File: config.mk
export PLATFORM = sky130hd
export DESIGN_NAME = alu_arbiter
export DESIGN_NICKNAME = d
export VERILOG_FILES = /design/src/rtl/alu_arbiter.sv
export SDC_FILE = /design/constraint.sdc
export NUM_CORES = 1
export LEC_CHECK = 0
export ABC_CLOCK_PERIOD_IN_PS = 8650
export CAP_MARGIN = 20
export CORE_MARGIN = 2
export CORE_UTILIZATION = 41
export DETAILED_ROUTE_END_ITERATION = 16
export GPL_TIMING_DRIVEN = 1
export PLACE_DENSITY = 0.87
export SLEW_MARGIN = 20
export SYNTH_ARGS = -nofsm -noshare
export SYNTH_HDL_FRONTEND = slang
export SYNTH_SLANG_ARGS = --single-unit
File: constraint.sdc
create_clock -name clk -period 8.65 [get_ports clk]
set_input_delay 1.2975 -clock clk [delete_from_list [all_inputs] [get_ports clk]]
set_output_delay 1.2975 -clock clk [all_outputs]
set_load 0.1 [all_outputs]
File: src/rtl/alu_arbiter.sv
// Round-robin arbiter that shares one combinational MIPS-style ALU between two requesters.
// Operands are registered for one settle cycle. The result is captured and returned with the owner ID.
module alu_arbiter #(
    parameter int WIDTH = 32,
    parameter int OPW   = 6
) (
    input  logic             clk,
    input  logic             rst,

    input  logic             req0_valid,
    output logic             req0_ready,
    input  logic [WIDTH-1:0] req0_a,
    input  logic [WIDTH-1:0] req0_b,
    input  logic [OPW-1:0]   req0_aluc,

    input  logic             req1_valid,
    output logic             req1_ready,
    input  logic [WIDTH-1:0] req1_a,
    input  logic [WIDTH-1:0] req1_b,
    input  logic [OPW-1:0]   req1_aluc,

    output logic [WIDTH-1:0] alu_a,
    output logic [WIDTH-1:0] alu_b,
    output logic [OPW-1:0]   alu_aluc,
    input  logic [WIDTH-1:0] alu_r,
    input  logic             alu_zero,
    input  logic             alu_carry,
    input  logic             alu_negative,
    input  logic             alu_overflow,
    input  logic             alu_flag,

    output logic             rsp_valid,
    input  logic             rsp_ready,
    output logic             rsp_id,
    output logic [WIDTH-1:0] rsp_r,
    output logic             rsp_zero,
    output logic             rsp_overflow,
    output logic             rsp_flag,
    output logic             rsp_err,
    output logic             busy
);

    typedef enum logic [1:0] {
        IDLE  = 2'd0,
        ISSUE = 2'd1,
        RESP  = 2'd2
    } state_t;

    state_t           r_state;
    logic             r_last_grant;
    logic             r_legal;
    logic [WIDTH-1:0] r_alu_a;
    logic [WIDTH-1:0] r_alu_b;
    logic [OPW-1:0]   r_alu_aluc;
    logic             r_rsp_valid;
    logic             r_rsp_id;
    logic [WIDTH-1:0] r_rsp_r;
    logic             r_rsp_zero;
    logic             r_rsp_overflow;
    logic             r_rsp_flag;
    logic             r_rsp_err;

    logic             w_gnt0;
    logic             w_gnt1;
    logic [WIDTH-1:0] w_sel_a;
    logic [WIDTH-1:0] w_sel_b;
    logic [OPW-1:0]   w_sel_aluc;
    logic             w_is_cmp;
    logic             w_unused_flags;

    function automatic logic is_legal(input logic [OPW-1:0] op);
        logic ok;
        case (op)
            6'b100000, 6'b100001, 6'b100010, 6'b100011,
            6'b100100, 6'b100101, 6'b100110, 6'b100111,
            6'b101010, 6'b101011,
            6'b000000, 6'b000010, 6'b000011, 6'b000100,
            6'b000110, 6'b000111, 6'b001111: ok = 1'b1;
            default:                         ok = 1'b0;
        endcase
        return ok;
    endfunction

    // Contention goes to whichever requester did not win last time.
    always_comb begin
        w_gnt0     = req0_valid && (!req1_valid || r_last_grant);
        w_gnt1     = req1_valid && (!req0_valid || !r_last_grant);
        w_sel_a    = w_gnt1 ? req1_a    : req0_a;
        w_sel_b    = w_gnt1 ? req1_b    : req0_b;
        w_sel_aluc = w_gnt1 ? req1_aluc : req0_aluc;
        w_is_cmp   = (r_alu_aluc == 6'b101010) || (r_alu_aluc == 6'b101011);
    end

    assign w_unused_flags = alu_carry ^ alu_negative;

    assign req0_ready   = !rst && (r_state == IDLE) && w_gnt0;
    assign req1_ready   = !rst && (r_state == IDLE) && w_gnt1;
    assign alu_a        = r_alu_a;
    assign alu_b        = r_alu_b;
    assign alu_aluc     = r_alu_aluc;
    assign rsp_valid    = r_rsp_valid;
    assign rsp_id       = r_rsp_id;
    assign rsp_r        = r_rsp_r;
    assign rsp_zero     = r_rsp_zero;
    assign rsp_overflow = r_rsp_overflow;
    assign rsp_flag     = r_rsp_flag;
    assign rsp_err      = r_rsp_err;
    assign busy         = (r_state != IDLE);

    always_ff @(posedge clk or posedge rst) begin
        if (rst) begin
            r_state        <= IDLE;
            r_last_grant   <= 1'b1;
            r_legal        <= 1'b0;
            r_alu_a        <= '0;
            r_alu_b        <= '0;
            r_alu_aluc     <= '0;
            r_rsp_valid    <= 1'b0;
            r_rsp_id       <= 1'b0;
            r_rsp_r        <= '0;
            r_rsp_zero     <= 1'b0;
            r_rsp_overflow <= 1'b0;
            r_rsp_flag     <= 1'b0;
            r_rsp_err      <= 1'b0;
        end else begin
            case (r_state)
                IDLE: begin
                    if (w_gnt0 || w_gnt1) begin
                        r_alu_a      <= w_sel_a;
                        r_alu_b      <= w_sel_b;
                        r_alu_aluc   <= w_sel_aluc;
                        r_rsp_id     <= w_gnt1;
                        r_last_grant <= w_gnt1;
                        r_legal      <= is_legal(w_sel_aluc);
                        r_state      <= ISSUE;
                    end
                end
                ISSUE: begin
                    // Illegal opcodes never sample the ALU, so an undriven result cannot leak out.
                    if (r_legal) begin
                        r_rsp_r        <= alu_r;
                        r_rsp_zero     <= alu_zero;
                        r_rsp_overflow <= alu_overflow;
                        r_rsp_flag     <= w_is_cmp ? alu_flag : 1'b0;
                        r_rsp_err      <= 1'b0;
                    end else begin
                        r_rsp_r        <= '0;
                        r_rsp_zero     <= 1'b0;
                        r_rsp_overflow <= 1'b0;
                        r_rsp_flag     <= 1'b0;
                        r_rsp_err      <= 1'b1;
                    end
                    r_rsp_valid <= 1'b1;
                    r_state     <= RESP;
                end
                RESP: begin
                    if (rsp_ready) begin
                        r_rsp_valid <= 1'b0;
                        r_rsp_err   <= 1'b0;
                        r_state     <= IDLE;
                    end
                end
                default: r_state <= IDLE;
            endcase
        end
    end

endmodule

==> impl_metrics.tcl, run 1 <==
set metrics [dict create \
    worstPathMaxFanout 5 \
    endpoint_kind "primary output" \
    wl_per_cell_um 16.5 \
    max_stage_delay_ns 1.16 \
    core_area_um2 11600 \
    numPortBuffers 290 \
    path_cells "clkdlybuf4s50_1 -> o21ai_0 -> nor3_1 -> clkdlybuf4s50_1" \
    seqCellArea_um2 2800 \
    slew_violations 0 \
    setup_viol 0 \
    antenna_cells 0 \
    clock_latency_ns 0.35 \
    setup_tns_ns 0 \
    die-width_um 113 \
    drive_above_1_share 0.0355 \
    drt_first_pass_iters 5 \
    syn_area_um2 4910 \
    antenna_left 0 \
    post_cts_buffers 0 \
    root_buffer "clkbuf_16" \
    grt_pass1_vias 5152 \
    syn_nets 758 \
    final_nets 1023 \
    cp-start-kind "input port" \
    outcome "complete, no violations" \
    cts_made_buffers 9 \
    r2r_start "r_state[0]$_DFFE_PP0P_" \
    drt_iter0_drc 314 \
    ys_seq_area_frac 0.571 \
    max_freq_mhz 214 \
    tightest_slew_ns 1.09 \
    hpwlAfterDp_um 12200 \
    path_clk_slew_ns 0.07 \
    worstPathArrival_ns 3.38 \
    gp_congestion 0.876 \
    fin_crit_ns 4.67 \
    cap_viol_max_count 0 \
    yosys.cell_types.count 26 \
    antenna_found_initial 0 \
    required_ns 7.35 \
    timing.final.crit_share 0.540 \
    cp-startpoint "req0_valid" \
    wl_um 16400 \
    viasPerCell 5.18 \
    finalClockSkew_ns 0.00710 \
    critical_path_buf_inv_count 2 \
    netlist_instances 576 \
    cts_resized 0 \
    via_count 5120 \
    grt_usage 0.254 \
    synth.avg_cell_area_um2 8.53 \
    area_growth_pct 66.2 \
    pin_count 293 \
    clkSinkCount 112 \
    yosys_warnings 0 \
    drc 0 \
    cp_top_family "buffers and inverters" \
    die_area_um2 12900 \
    multi_input_area_um2 1890 \
    die_h_um 113 \
    worstSetupPathType "in2out" \
    hold_viol 0 \
    n_fill_cell 867 \
    hold_path.startpoint "rsp_r[23]$_DFFE_PP0P_" \
    cts_hold_buffers 0 \
    cpMaxStageDelayCell "clkdlybuf4s50_1" \
    grt_pass1_wl_um 25600 \
    cpMostUsedCell "clkdlybuf4s50_1" \
    rsz0062_at_grt "no" \
    grt_max_degree 115 \
    cts_tree "yes" \
    hold_class "reg2reg" \
    max_slew_margin 0.276 \
    start_util 0.425 \
    htree_num_levels 3 \
    clk_path_buf_depth 2 \
    overflow 0 \
    num_rows 39 \
    synth-seq-cells 112 \
]
cells in the final DEF (no fill, tap or decap), types with 3 or more instances in the layout:
cell type and instances:
clkbuf_16 9, nand3b_1 3, buf_4 4, inv_1 7, nand2_1 206, a31oi_1 69, dfrtp_1 111, o21ai_0 38
nor2_1 72, a21oi_1 6, clkdlybuf4s50_1 290
layer usage:
metal / global-route usage / part of all wire / up-vias
li1: - / - / 2439
met1: 0.291 / 0.37 / 2409
met2: 0.432 / 0.50 / 244
met3: 0.0967 / 0.10 / 28
met4: 0.100 / 0.025 / 0
met5: 0 / 0 / -
path summary, 6_finish.rpt:
check	end	slack, ns	cells past startpoint
worst max-delay path	req0_ready	3.98	4
min in group asynchronous	alu_a[27]$_DFFE_PP0P_	1.50	2
worst min register to register	rsp_r[23]$_DFFE_PP0P_	0.48	2
worst min-delay path	rsp_r[23]$_DFFE_PP0P_	0.48	2
worst max register to register	alu_a[29]$_DFFE_PP0P_	6.02	6
max in group asynchronous	rsp_id$_DFFE_PP0P_	5.97	3
stage by stage:
| stage | hold WS (ns) | util | setup slack (ns) | std cells | instance area [µm²] |
|---|---|---|---|---|---|
| 2_1_floorplan | 0.516 | - | 3.63 | 576 | 4910 |
| 3_3_place_gp | 0.462 | 0.678 | 3.99 | 972 | 7840 |
| 3_5_place_dp | 0.471 | 0.678 | 3.98 | 972 | 7840 |
| 4_1_cts | 0.487 | 0.704 | 3.98 | 988 | 8140 |
| 5_1_grt | 0.515 | 0.706 | 3.86 | 989 | 8160 |
| 6_report | 0.483 | 0.706 | 3.98 | 989 | 8160 |
cell usage after synthesis:
master / count / area (µm²)
nor2_4: 2 / 22.5
buf_2: 25 / 125
nand3b_1: 3 / 22.5
nand4b_1: 1 / 8.76
inv_2: 1 / 3.75
o31a_1: 1 / 8.76
nand2_1: 208 / 781
a31oi_1: 69 / 432
dfrtp_1: 111 / 2780
a22o_1: 1 / 8.76
a22oi_1: 2 / 15.0
a21boi_1: 1 / 7.51
nand2b_1: 1 / 6.26
inv_1: 8 / 30.0
o22ai_1: 2 / 12.5
buf_6: 2 / 22.5
o21a_1: 1 / 7.51
nor3_1: 2 / 10.0
nor2_1: 72 / 270
o21ai_0: 38 / 190
a21oi_1: 6 / 30.0
a211oi_1: 2 / 15.0
dfstp_2: 1 / 26.3
clkbuf_1: 14 / 52.6
o32ai_2: 1 / 16.3
nor4b_1: 1 / 8.76
cell families (layout without fill, tap and decap cells):
logic type      count (synthesis)  count (layout)  synth area share
simple gates                  290             290             0.230
compound gates                124             124             0.151
buf+inv                        50             320            0.0476
flops                         112             112             0.571
flip-flops by register name, indices dropped and copies added, names as in the netlist, 2 cells and up:
register / flops
alu_aluc: 6
alu_b: 32
r_state: 2
alu_a: 32
rsp_r: 32
tightest hold or removal path, delay by kind of cell, from the launching register on:
family           cells  cell delay (ns)
flip-flops           1             0.34
AND/OR/NAND/NOR      1             0.04
AO/OA/AOI/OAI        1             0.06
final cells by class:
cell class,count,area share
clock buffer,9,0.0276
clock inverter,7,0.00950
inverter,9,0.00444
multi-input combinational,414,0.231
sequential,112,0.343
tap,143,0.0219
timing repair buffer,295,0.362
Power of run 1 is not shown: default switching activity piles up to over one toggle a cycle in this logic, so the estimate is an artifact.
==> inputs of run 2 (changes only) <==
ABC_CLOCK_PERIOD_IN_PS = 3900   (was 8650)
CORE_ASPECT_RATIO = 1.75   (was unset)
CORE_UTILIZATION = 34   (was 41)
PLACE_DENSITY = 0.77   (was 0.87)
clock period = 3.9 ns   (was 8.65 ns; I/O delays follow)
==> run 2 against run 1 <==
Against the previous run:
- clock skew increased by 0.0081 ns
- via count shrank 4.6%
- global-route usage is 5.2 points lower
- design area grew 0.38%
- critical path depth decreased by 1
- sequential share of layout area is 0.13 points lower
- die area rose by 20%
- worst hold slack worse by 0.0041 ns
- count of clock-buffer cells in the layout up 3
- cell count up 3.8%
- routed wire length down 3.8%
- flip-flop and latch count did not move
- critical endpoint is now busy
==> impl_metrics.tcl, run 2 (synthesized netlist as in run 1, its figures left out) <==
set metrics [dict create \
    grt_pass1_wl_um 24100 \
    wl_met1_um 6420 \
    cts_resized 0 \
    cts_hold_buffers 0 \
    max_stage_delay_ns 1.18 \
    n_fill_cell 1315 \
    path_cells "nor2_4 -> inv_2 -> clkdlybuf4s50_1" \
    max_slew_margin 0.311 \
    seqCellArea_um2 2800 \
    wl_per_cell_um 15.3 \
    drc 0 \
    cts_made_buffers 9 \
    drt_iter0_drc 160 \
    viasPerCell 4.75 \
    clock_latency_ns 0.34 \
    tightest_slew_ns 1.03 \
    start_util 0.345 \
    timing.final.crit_share 0.715 \
    hold_class "reg2reg" \
    setup_tns_ns 0 \
    fin_crit_ns 2.79 \
    num_rows 58 \
    hold_viol 0 \
    wl_met2_um 7730 \
    top_layer_used "met4" \
    slew_violations 0 \
    grt_max_degree 90 \
    die_area_um2 15500 \
    max_freq_mhz 358 \
    cp-start-kind "register" \
    path_clk_slew_ns 0.07 \
    rsz0062_at_grt "no" \
    htree_num_levels 3 \
    final_common_cell "clkdlybuf4s50_1" \
    grt_pass1_vias 4651 \
    dr_wl_met3_um 913 \
    drt_first_pass_iters 4 \
    wl_um 15700 \
    clkSinkCount 112 \
    cpMaxStageDelayCell "clkdlybuf4s50_1" \
    grt_usage 0.202 \
    final_nets 1024 \
    worstSetupPathType "reg2out" \
    cap_viol_max_count 0 \
    endpoint_kind "primary output" \
    clk_path_buf_depth 2 \
    numPortBuffers 290 \
    worstPathArrival_ns 2.21 \
    overflow 0 \
    antenna_found_initial 0 \
    drive_above_1_share 0.0354 \
    required_ns 3.31 \
    multi_input_area_um2 1890 \
    post-place-ws_ns 1.24 \
    gp_congestion 0.866 \
    antenna_cells 0 \
    core_area_um2 14200 \
    cts_tree "yes" \
    root_buffer "clkbuf_16" \
    hpwlAfterDp_um 11500 \
    fin_ws_ns 1.11 \
    antenna_left 0 \
    final_cell_mix "clkdlybuf4s50_1, nand2_1, dfrtp_1, nor2_1, a31oi_1" \
    setup_viol 0 \
    area_growth_pct 66.9 \
    die-width_um 94.9 \
    via_count 4883 \
    post_cts_buffers 0 \
    worstPathMaxFanout 6 \
    die_h_um 163 \
    finalClockSkew_ns 0.0152 \
    outcome "complete, no violations" \
    pin_count 293 \
]
==> run 2: changes by cell type in the layout (fill, tap and decap cells not counted), sizes merged <==
cell,delta
clkinvlp,+2
clkdlybuf4s50,-2
inv,-2
clkbuf,+3
bufinv,-1
buf,+3
clkinv,-2
==> run 2: through the flow <==
stage,hold WS (ns),instance area [µm²],cells,util
2_1_floorplan,0.516,4910,576,-
4_1_cts,0.487,8190,1027,0.576
6_report,0.479,8200,1027,0.576
5_1_grt,0.509,8200,1027,0.576
3_3_place_gp,0.461,7920,1011,0.557
3_5_place_dp,0.471,7920,1011,0.557
==> run 2: final cells by class <==
class                           instances  area share
Clock buffer                           12      0.0289
Clock inverter                          4     0.00382
Inverter                                9     0.00443
Multi-Input combinational cell        414       0.231
Sequential cell                       112       0.342
Tap cell                              180      0.0275
Timing Repair Buffer                  296       0.362
==> run 2: path summary, 6_finish.rpt <==
| path | startpoint | end | slack, ns | depth (start not counted) |
|---|---|---|---|---|
| max reg2reg | r_last_grant$_DFFE_PP1P_ | r_legal$_DFFE_PP0P_ | 2.00 | 5 |
| min reg2reg | rsp_r[31]$_DFFE_PP0P_ | rsp_r[31]$_DFFE_PP0P_ | 0.48 | 2 |
| max in group asynchronous | rst | rsp_r[17]$_DFFE_PP0P_ | 2.35 | 3 |
| max | r_state[0]$_DFFE_PP0P_ | busy | 1.11 | 3 |
| min in group asynchronous | rst | alu_a[5]$_DFFE_PP0P_ | 0.77 | 2 |
| min | rsp_r[31]$_DFFE_PP0P_ | rsp_r[31]$_DFFE_PP0P_ | 0.48 | 2 |
==> run 2: worst max-delay path: cells and delay by family, from the launching register on <==
kind	cells	cell delay [ns]
DFF	1	0.47
and+or+nand+nor	1	0.09
buffers and inverters	2	1.31
==> run 2: per-layer routing <==
| metal | up-vias | GRT usage |
|---|---|---|
| li1 | 2440 | - |
| met1 | 2214 | 0.249 |
| met2 | 189 | 0.329 |
| met3 | 40 | 0.0449 |
| met4 | 0 | 0.102 |
| met5 | - | 0 |
Power of run 2 is left out for the same reason.
